File: src/rtl/sha256_mining_ctrl.sv
// sha256_mining_ctrl
//   Mining sequencer and bus master for a register-mapped SHA-256 core.
//   For each nonce in an inclusive range it hashes the padded 80-byte header
//   twice (SHA256d), byte-reverses the final digest and compares it against a
//   256-bit target. The run stops on the first hit or after the last nonce.
//
// Ports
//   clk, reset_n        clock, synchronous active-low reset
//   start               1-cycle pulse, accepted only when idle
//   header_in[639:0]    block header; [31:0] is replaced by the nonce under test
//   nonce_start/_end    inclusive nonce range
//   target[255:0]       hit when reversed digest < target
//   busy, done, found   run status; done/found held until the next accepted start
//   nonce_out, hash_out hit nonce (or last nonce tested) and its reversed digest
//   sha_*               single-cycle register accesses to the SHA-256 core
module sha256_mining_ctrl #(
    parameter int POLL_GAP = 1  // idle cycles between a CTRL write and the first poll (1..256)
) (
    input  logic         clk,
    input  logic         reset_n,
    input  logic         start,
    input  logic [639:0] header_in,
    input  logic [31:0]  nonce_start,
    input  logic [31:0]  nonce_end,
    input  logic [255:0] target,
    output logic         busy,
    output logic         done,
    output logic         found,
    output logic [31:0]  nonce_out,
    output logic [255:0] hash_out,
    output logic         sha_cs,
    output logic         sha_we,
    output logic [7:0]   sha_address,
    output logic [31:0]  sha_write_data,
    input  logic [31:0]  sha_read_data
);

    typedef enum logic [3:0] {
        IDLE, WR_BLK, WR_CTRL, GAP, POLL, RD_DIG, CMP, NEXT, FIN
    } state_t;

    // H1A: header block 1 (init), H1B: header block 2 (next), H2: digest block (init)
    typedef enum logic [1:0] {H1A, H1B, H2} phase_t;

    localparam logic [7:0]  ADDR_CTRL   = 8'h08;
    localparam logic [7:0]  ADDR_STATUS = 8'h09;
    localparam logic [7:0]  ADDR_BLOCK  = 8'h10;
    localparam logic [7:0]  ADDR_DIGEST = 8'h20;
    localparam logic [31:0] CMD_INIT    = 32'h0000_0005;
    localparam logic [31:0] CMD_NEXT    = 32'h0000_0006;
    localparam logic [7:0]  GAP_LAST    = 8'(POLL_GAP - 1);

    state_t         state, state_n;
    phase_t         phase;
    logic [607:0]   hdr_hi;      // header_in[639:32]
    logic [31:0]    nonce;
    logic [31:0]    nonce_last;
    logic [255:0]   tgt;
    logic [255:0]   dig;         // d1 after H1B reads, d2 after H2 reads
    logic [255:0]   rev;
    logic [639:0]   h;
    logic [511:0]   blk;
    logic [31:0]    blk_word;
    logic [3:0]     wcnt;
    logic [2:0]     rcnt;
    logic [7:0]     gcnt;
    logic           hit;
    logic           rev_lt;
    logic           unused;

    // The header's own nonce field is always overwritten by the nonce under test.
    assign unused = ^header_in[31:0];

    assign h = {hdr_hi, nonce};

    always_comb begin
        case (phase)
            H1A:     blk = h[639:128];
            H1B:     blk = {h[127:0], 1'b1, 319'b0, 64'h280};
            default: blk = {dig, 1'b1, 191'b0, 64'h100};
        endcase
    end

    // Word 0 (first written) is the most significant word of the block.
    assign blk_word = blk[32*(15 - int'(wcnt)) +: 32];

    // Byte 0 of the digest becomes byte 31 of the compared value and vice versa.
    always_comb begin
        for (int i = 0; i < 32; i++) begin
            rev[8*i +: 8] = dig[8*(31 - i) +: 8];
        end
    end

    assign rev_lt = rev < tgt;

    // NOTE: sequential state uses non-blocking assignments so every register
    // samples the pre-edge values regardless of process ordering.
    always_ff @(posedge clk) begin
        if (!reset_n) state <= IDLE;
        else          state <= state_n;
    end

    // NOTE: every output of this block gets a default first, so no path can
    // leave a signal unassigned and infer a latch.
    always_comb begin
        state_n        = state;
        sha_cs         = 1'b0;
        sha_we         = 1'b0;
        sha_address    = 8'h00;
        sha_write_data = 32'h0;
        case (state)
            IDLE: if (start) state_n = WR_BLK;
            WR_BLK: begin
                sha_cs         = 1'b1;
                sha_we         = 1'b1;
                sha_address    = ADDR_BLOCK + {4'd0, wcnt};
                sha_write_data = blk_word;
                if (wcnt == 4'd15) state_n = WR_CTRL;
            end
            WR_CTRL: begin
                sha_cs         = 1'b1;
                sha_we         = 1'b1;
                sha_address    = ADDR_CTRL;
                sha_write_data = (phase == H1B) ? CMD_NEXT : CMD_INIT;
                state_n        = GAP;
            end
            GAP: if (gcnt == GAP_LAST) state_n = POLL;
            POLL: begin
                sha_cs      = 1'b1;
                sha_address = ADDR_STATUS;
                if (sha_read_data[0]) state_n = (phase == H1A) ? WR_BLK : RD_DIG;
            end
            RD_DIG: begin
                sha_cs      = 1'b1;
                sha_address = ADDR_DIGEST + {5'd0, rcnt};
                if (rcnt == 3'd7) state_n = (phase == H1B) ? WR_BLK : CMP;
            end
            CMP:     state_n = (rev_lt || nonce == nonce_last) ? FIN : NEXT;
            NEXT:    state_n = WR_BLK;
            FIN:     state_n = IDLE;
            default: state_n = IDLE;
        endcase
    end

    // Control counters and visible outputs.
    always_ff @(posedge clk) begin
        if (!reset_n) begin
            phase     <= H1A;
            wcnt      <= 4'd0;
            rcnt      <= 3'd0;
            gcnt      <= 8'd0;
            hit       <= 1'b0;
            busy      <= 1'b0;
            done      <= 1'b0;
            found     <= 1'b0;
            nonce_out <= 32'h0;
            hash_out  <= 256'h0;
        end else begin
            case (state)
                IDLE: if (start) begin
                    busy      <= 1'b1;
                    done      <= 1'b0;
                    found     <= 1'b0;
                    nonce_out <= 32'h0;
                    hash_out  <= 256'h0;
                    phase     <= H1A;
                    wcnt      <= 4'd0;
                    rcnt      <= 3'd0;
                end
                WR_BLK:  wcnt <= wcnt + 4'd1;   // wraps to 0 after word 15
                WR_CTRL: gcnt <= 8'd0;
                GAP:     gcnt <= gcnt + 8'd1;
                POLL:    if (sha_read_data[0] && phase == H1A) phase <= H1B;
                RD_DIG: begin
                    rcnt <= rcnt + 3'd1;       // wraps to 0 after word 7
                    if (rcnt == 3'd7 && phase == H1B) phase <= H2;
                end
                CMP:  hit   <= rev_lt;
                NEXT: phase <= H1A;
                FIN: begin
                    busy      <= 1'b0;
                    done      <= 1'b1;
                    found     <= hit;
                    nonce_out <= nonce;
                    hash_out  <= rev;
                end
                default: ;
            endcase
        end
    end

    // NOTE: the wide datapath registers carry no reset; each is loaded before
    // it is ever used, so resetting them would only add fanout on reset_n.
    always_ff @(posedge clk) begin
        case (state)
            IDLE: if (start) begin
                hdr_hi     <= header_in[639:32];
                nonce      <= nonce_start;
                nonce_last <= nonce_end;
                tgt        <= target;
            end
            RD_DIG:  dig   <= {dig[223:0], sha_read_data};
            NEXT:    nonce <= nonce + 32'd1;
            default: ;
        endcase
    end

endmodule
File: config.mk
export PLATFORM = sky130hd
export DESIGN_NAME = sha256_mining_ctrl
export DESIGN_NICKNAME = d
export VERILOG_FILES = /design/src/rtl/sha256_mining_ctrl.sv
export SDC_FILE = /design/constraint.sdc
export NUM_CORES = 2
export LEC_CHECK = 0
export BUFFER_PORTS_ARGS = -buffer_cell sky130_fd_sc_hd__buf_2
export CAP_MARGIN = 20
export CORE_AREA = 5 5 510 512
export CTS_CLUSTER_SIZE = 28
export DETAILED_ROUTE_END_ITERATION = 8
export DIE_AREA = 0 0 515 517
export PLACE_DENSITY = 0.51
export RECOVER_POWER = 100
export SETUP_SLACK_MARGIN = 0.4
export SYNTH_ARGS = -nofsm -noshare
export SYNTH_HDL_FRONTEND = slang
export SYNTH_SLANG_ARGS = --single-unit
File: constraint.sdc
create_clock -name clk -period 19.81 [get_ports clk]
set_input_delay 1.981 -clock clk [delete_from_list [all_inputs] [get_ports clk]]
set_output_delay 1.981 -clock clk [all_outputs]
set_load 0.1 [all_outputs]
Word level (Yosys, flattened, before mapping)
Index checks and enable logic that the tools add are counted.
{"block": "totals", "in_bits": 995, "out_inout_bits": 333, "word_cells": 100, "regBits": 1497}
{"block": "classes", "order_cmp": 1, "shifts": 1, "n_mux": 35, "n_reduce_logical": 21, "n_eq_ne": 19, "addsub": 7}
{"cell": "one-hot mux 512 bit (2 select lines)", "count": 1}
{"cell": "one-hot mux 256 bit (2 select lines)", "count": 1}
{"cell": "indexed part select 512 x 10 -> 32 bit", "count": 1}
{"cell": "< comparator 256 bit", "count": 1}
{"cell": "two-way mux 256 bit", "count": 1}
{"cell": "one-hot mux 32 bit (2 select lines)", "count": 3}
{"cell": "two-way mux 32 bit", "count": 2}
{"cell": "adder 32 x 1 -> 32 bit, second input constant", "count": 1}
{"cell": "== test 32 bit", "count": 1}
{"cell": "one-hot mux 4 bit (8 select lines)", "count": 1}
{"cell": "two-way mux 4 bit", "count": 7}
{"cell": "one-hot mux 7 bit (4 select lines)", "count": 1}
{"cell": "== test 4 x 3 -> 1 bit, second input constant", "count": 4}
{"cell": "one-hot mux 8 bit (2 select lines)", "count": 1}
{"cell": "!= test 2 bit, second input constant", "count": 7}
{"cell": "AND reduction 2 bit", "count": 5}
{"cell": "nonzero test 2 bit", "count": 5}
{"cell": "two-way mux 3 bit", "count": 3}
{"cell": "adder 8 x 1 -> 8 bit, second input constant", "count": 1}
{"cell": "== test 4 x 2 -> 1 bit, second input constant", "count": 2}
{"cell": "== test 4 bit, second input constant", "count": 2}
{"cell": "logical NOT 8 bit", "count": 1}
{"cell": "two-way mux 2 bit", "count": 4}
{"cell": "one-hot mux 2 bit (4 select lines)", "count": 1}
{"cell": "21 further kinds", "count": 27}

Depth between registers and ports, before layout
{"block": "logic_depth", "depth_word": 4, "mapped_depth": 11, "depth_no_buf": 11}

Worst setup path before layout
OpenSTA, ideal clock, no wires.
{"block": "synth_path", "kind": "input to register", "startpoint": "in start", "endpoint": "reg wcnt[3]", "path_stages": 4, "setup_ns": 0.135, "path_slack_ns": -1.399, "t_arrival_ns": 21.074, "required_ns": 19.675, "n_path_buf": 0, "path_cell_list": "nand3_1 > inv_1 > nor2_1 > o311a_1"}
{"block": "synth_between", "elab_chain_len": 2}
{"element": "from (decl)", "line_no": "21", "rtl": "input logic start,"}
{"element": "!= test 2 bit (no source line)"}
{"element": "AND reduction 2 bit (no source line)"}
{"element": "to (signal assigned)", "line_no": "170", "rtl": "WR_BLK: wcnt <= wcnt + 4'd1;"}
{"element": "to (decl)", "line_no": "64", "rtl": "logic [3:0] wcnt;"}
Every way passes these cells.
A chain may end at the register's enable or synchronous reset.

Final worst setup path
{"block": "layout_path", "startpoint": "reg wcnt[0]", "endpoint": "out sha_write_data[22]"}
{"block": "layout_between", "elab_chain_len": 3}
{"element": "subtractor 4 x 4 -> 5 bit", "line_no": "85", "rtl": "assign blk_word = blk[32*(15 - int'(wcnt)) +: 32];"}
{"element": "indexed part select 512 x 10 -> 32 bit", "line_no": "85"}
{"element": "one-hot mux 32 bit (2 select lines)", "line_no": "111", "rtl": "case (state)"}
{"element": "to (decl)", "line_no": "34", "rtl": "output logic [31:0] sha_write_data,"}
Every way passes these cells.

==> impl_metrics.py <==
metrics = {
    "timing": {
        "final.min_clock_period_ns": 13.13,
        "period_share": 0.6628,
        "setup_viol": 0,
        "rsz0062_at_grt": "false",
        "hold_viol_final": 0,
        "slew_violations": 1609,
        "relSlewSlack": -2.676,
        "fin_setup_tns_ns": 0,
        "fin_hold_ws_ns": 0.4663,
        "fmax_mhz": 76.16,
        "max_slew.worst_pin.slew_ns": 5.484,
        "fin_skew_ns": 0.08042,
    },
    "job": {
        "drv_cap": 33,
    },
    "logic_synthesis": {
        "synth_commonest_cells": "1184 x edfxtp_1, 439 x nand2_1, 333 x nand3_1",
        "yosysTopAreaCellShare": 0.5631,
        "netlist_instances": 4613,
        "syn_area_um2": 63140,
        "yosysUniqueCellTypes": 67,
        "ys_ff_latch": 1497,
        "synthTopCellsByArea": "edfxtp_1 56%, dfxtp_1 9.9%, ha_1 5.2%, mux4_2 4.5%, nand3_1 2.6%",
        "synth-edff-count": 1184,
        "ys_seq_area_frac": 0.6624,
        "synth_most_common_cell": "edfxtp_1",
        "async_flop_share": 0,
        "avgSynthCellArea_um2": 13.69,
        "synth_largest_area_cell": "edfxtp_1",
        "synth_warnings": 0,
        "ys_dominant_reg_cell": "edfxtp_1",
    },
    "critical_path": {
        "worstReg2RegStart": "state[0]",
        "crit_path_cell_trace": "clkbuf_1 > clkbuf_1 > clkbuf_1 > mux4_2 > a21oi_1 > nor2_1 > o32a_1 > clkbuf_1",
        "cp_max_fo": 31,
        "worst-setup-path-type": "reg -> out",
        "start_kind": "register",
        "slowest_stage": "clkbuf_1",
        "cpPeakStageDelay_ns": 2.11,
        "endpoint_kind": "primary output",
        "arrival_ns": 11.15,
        "critPathRequiredTime_ns": 17.83,
        "cp_common_cell": "clkbuf_1",
        "crit_start": "wcnt[0]",
    },
    "clocking": {
        "clkSinkCount": 1497,
        "numCtsBuffers": 180,
        "cts_tree": "yes",
        "cts_buffer_depth": 3,
        "clk_latency_ns": 0.86,
        "clk_pin_slew_worst_paths_ns": 0.06,
        "post-cts-setup-buffers": 0,
        "cts_resized": 0,
        "postCtsHoldBufs": 0,
        "h-tree-depth": 4,
        "clockRootBuffer": "clkbuf_16",
    },
    "finish": {
        "stdcell_count": 9507,
        "areaGrowthSynthToFinish_pct": 25.53,
        "nets": 7164,
        "fin_util": 0.3105,
        "drive_gt1_frac": 0.2153,
    },
    "grt": {
        "grt_pass1_wl_um": 397400,
        "grt_start_max_net_pins": 157,
        "grtUsageTotal": 0.2186,
        "antenna_found_initial": 136,
        "grt_pass1_vias": 45730,
        "grt-ovfl-total": 0,
    },
    "die": {
        "initial_core_util": 0.2473,
        "die_w_um": 515,
        "fp-row-count": 186,
        "io_pins": 1328,
        "die_y_um": 517,
        "core_area_um2": 255300,
        "die_area_um2": 266300,
    },
    "outcome": {
        "violations": "max-capacitance violations, max-slew violations",
        "status": "finished, violations left",
    },
    "worst_hold_path": {
        "min_path_type": "reg -> reg",
        "min_from": "hash_out[94]",
    },
    "drt": {
        "wl_per_cell_um": 31.98,
        "drc_errors": 0,
        "drt_iter0_drc": 4284,
        "viasPerCell": 4.838,
        "wl_um": 304000,
        "ant_nets": 0,
        "dr.pass1.iters": 5,
        "vias": 45990,
    },
    "place": {
        "gp_congestion": 0.8803,
        "dp.cells": 9108,
        "port_buffers": 1293,
        "hpwl_um": 234900,
    },
    "pwr": {
        "max-vdd-ir-drop_v": 0.00009726,
        "p_leak_nw": 28.12,
        "power_density_nw_per_um2": 118.2,
    },
}
## layer usage
layer | up-vias | track usage | wire length (um)
li1 | 20080 | - | -
met1 | 23160 | 0.2628 | 117700
met2 | 2206 | 0.3857 | 152100
met3 | 491 | 0.05360 | 23410
met4 | 54 | 0.06663 | 10440
met5 | - | 0 | 334
## area by class of cell
type                            count  area (um2)
Multi-Input combinational cell   2563       19330
Inverter                          274        1031
Clock buffer                      245        4992
Antenna cell                       58       145.1
Sequential cell                  1497       41840
Clock inverter                     94        1197
Fill cell                       26200      176000
Tap cell                         3384        4234
Timing Repair Buffer             1392        6490
## final timing paths
check	to	slack, ns	cells past startpoint
setup reg to reg	hdr_hi[273]	7.20	6
hold reg to reg	hash_out[94]	0.47	2
setup / recovery	sha_write_data[22]	6.68	8
hold / removal	hash_out[94]	0.47	2
## power by group
group,internal [W],switching (W)
clock,0.00197,0.00146
combinational,0.000518,0.00133
sequential,0.00392,0.000173
## cell usage in the layout (no fill, tap or decap), types with 14 or more instances in the layout
cell and n:
edfxtp_1 1184, buf_2 772, clkbuf_1 601, nand2_1 438, nand3_1 332, dfxtp_1 308, a21boi_0 289, inv_1 268
ha_1 261, clkbuf_16 183, nor2_1 179, a21oi_1 169, mux4_2 126, a221oi_1 96, o21ai_0 85, mux2i_1 71
nand4_1 66, diode_2 58, buf_4 54, a211oi_1 47, xnor2_1 47, a22oi_1 37, mux2_1 29, clkinv_2 27
mux2_2 26, o32a_1 24, nor4b_2 20, o21ai_1 18, xor2_1 18, nor3_1 18, clkbuf_8 18, clkinv_1 17
a221o_1 14, nor4_1 14
## kinds of logic after synthesis
logic type	after synthesis	synth area share
adder cells (fa/ha/maj)	261	0.05172
flip-flops	1497	0.6624
AND/OR/NAND/NOR	1131	0.08226
multiplexers	252	0.06601
AO/OA/AOI/OAI	852	0.09461
XOR/XNOR	65	0.009017
buffers and inverters	554	0.03395
other	1	0.00005939
## registers in the layout (all words and copies together) (netlist names)
register    count
hdr_hi        608
wcnt            4
done            1
nonce_last     32
hit             1
tgt           256
hash_out      256
state           4
nonce_out      32
rcnt            3
phase           2
found           1
nonce          32
busy            1
gcnt            8
dig           256
## through the flow
| stage | instance area (um2) | setup WS [ns] | total power (W) |
|---|---|---|---|
| 3_3_place_gp | 73690 | 12.61 | 0.005990 |
| 6_report | 79260 | 6.680 | 0.009366 |
| 2_1_floorplan | 63140 | 3.721 | 0.005424 |
| 3_5_place_dp | 73740 | 12.63 | 0.006017 |
| 4_1_cts | 79930 | 11.74 | 0.009475 |
| 5_1_grt | 79170 | 5.787 | 0.009740 |
## worst max-delay path, delay by kind of cell (launching register included)
family,cells,cell delay [ns]
buffers and inverters,4,6.53
flip-flops,1,1.41
AO/OA/AOI/OAI,2,1.38
multiplexers,1,0.79
AND/OR/NAND/NOR,1,0.08
(Power assumes the default switching activity.)
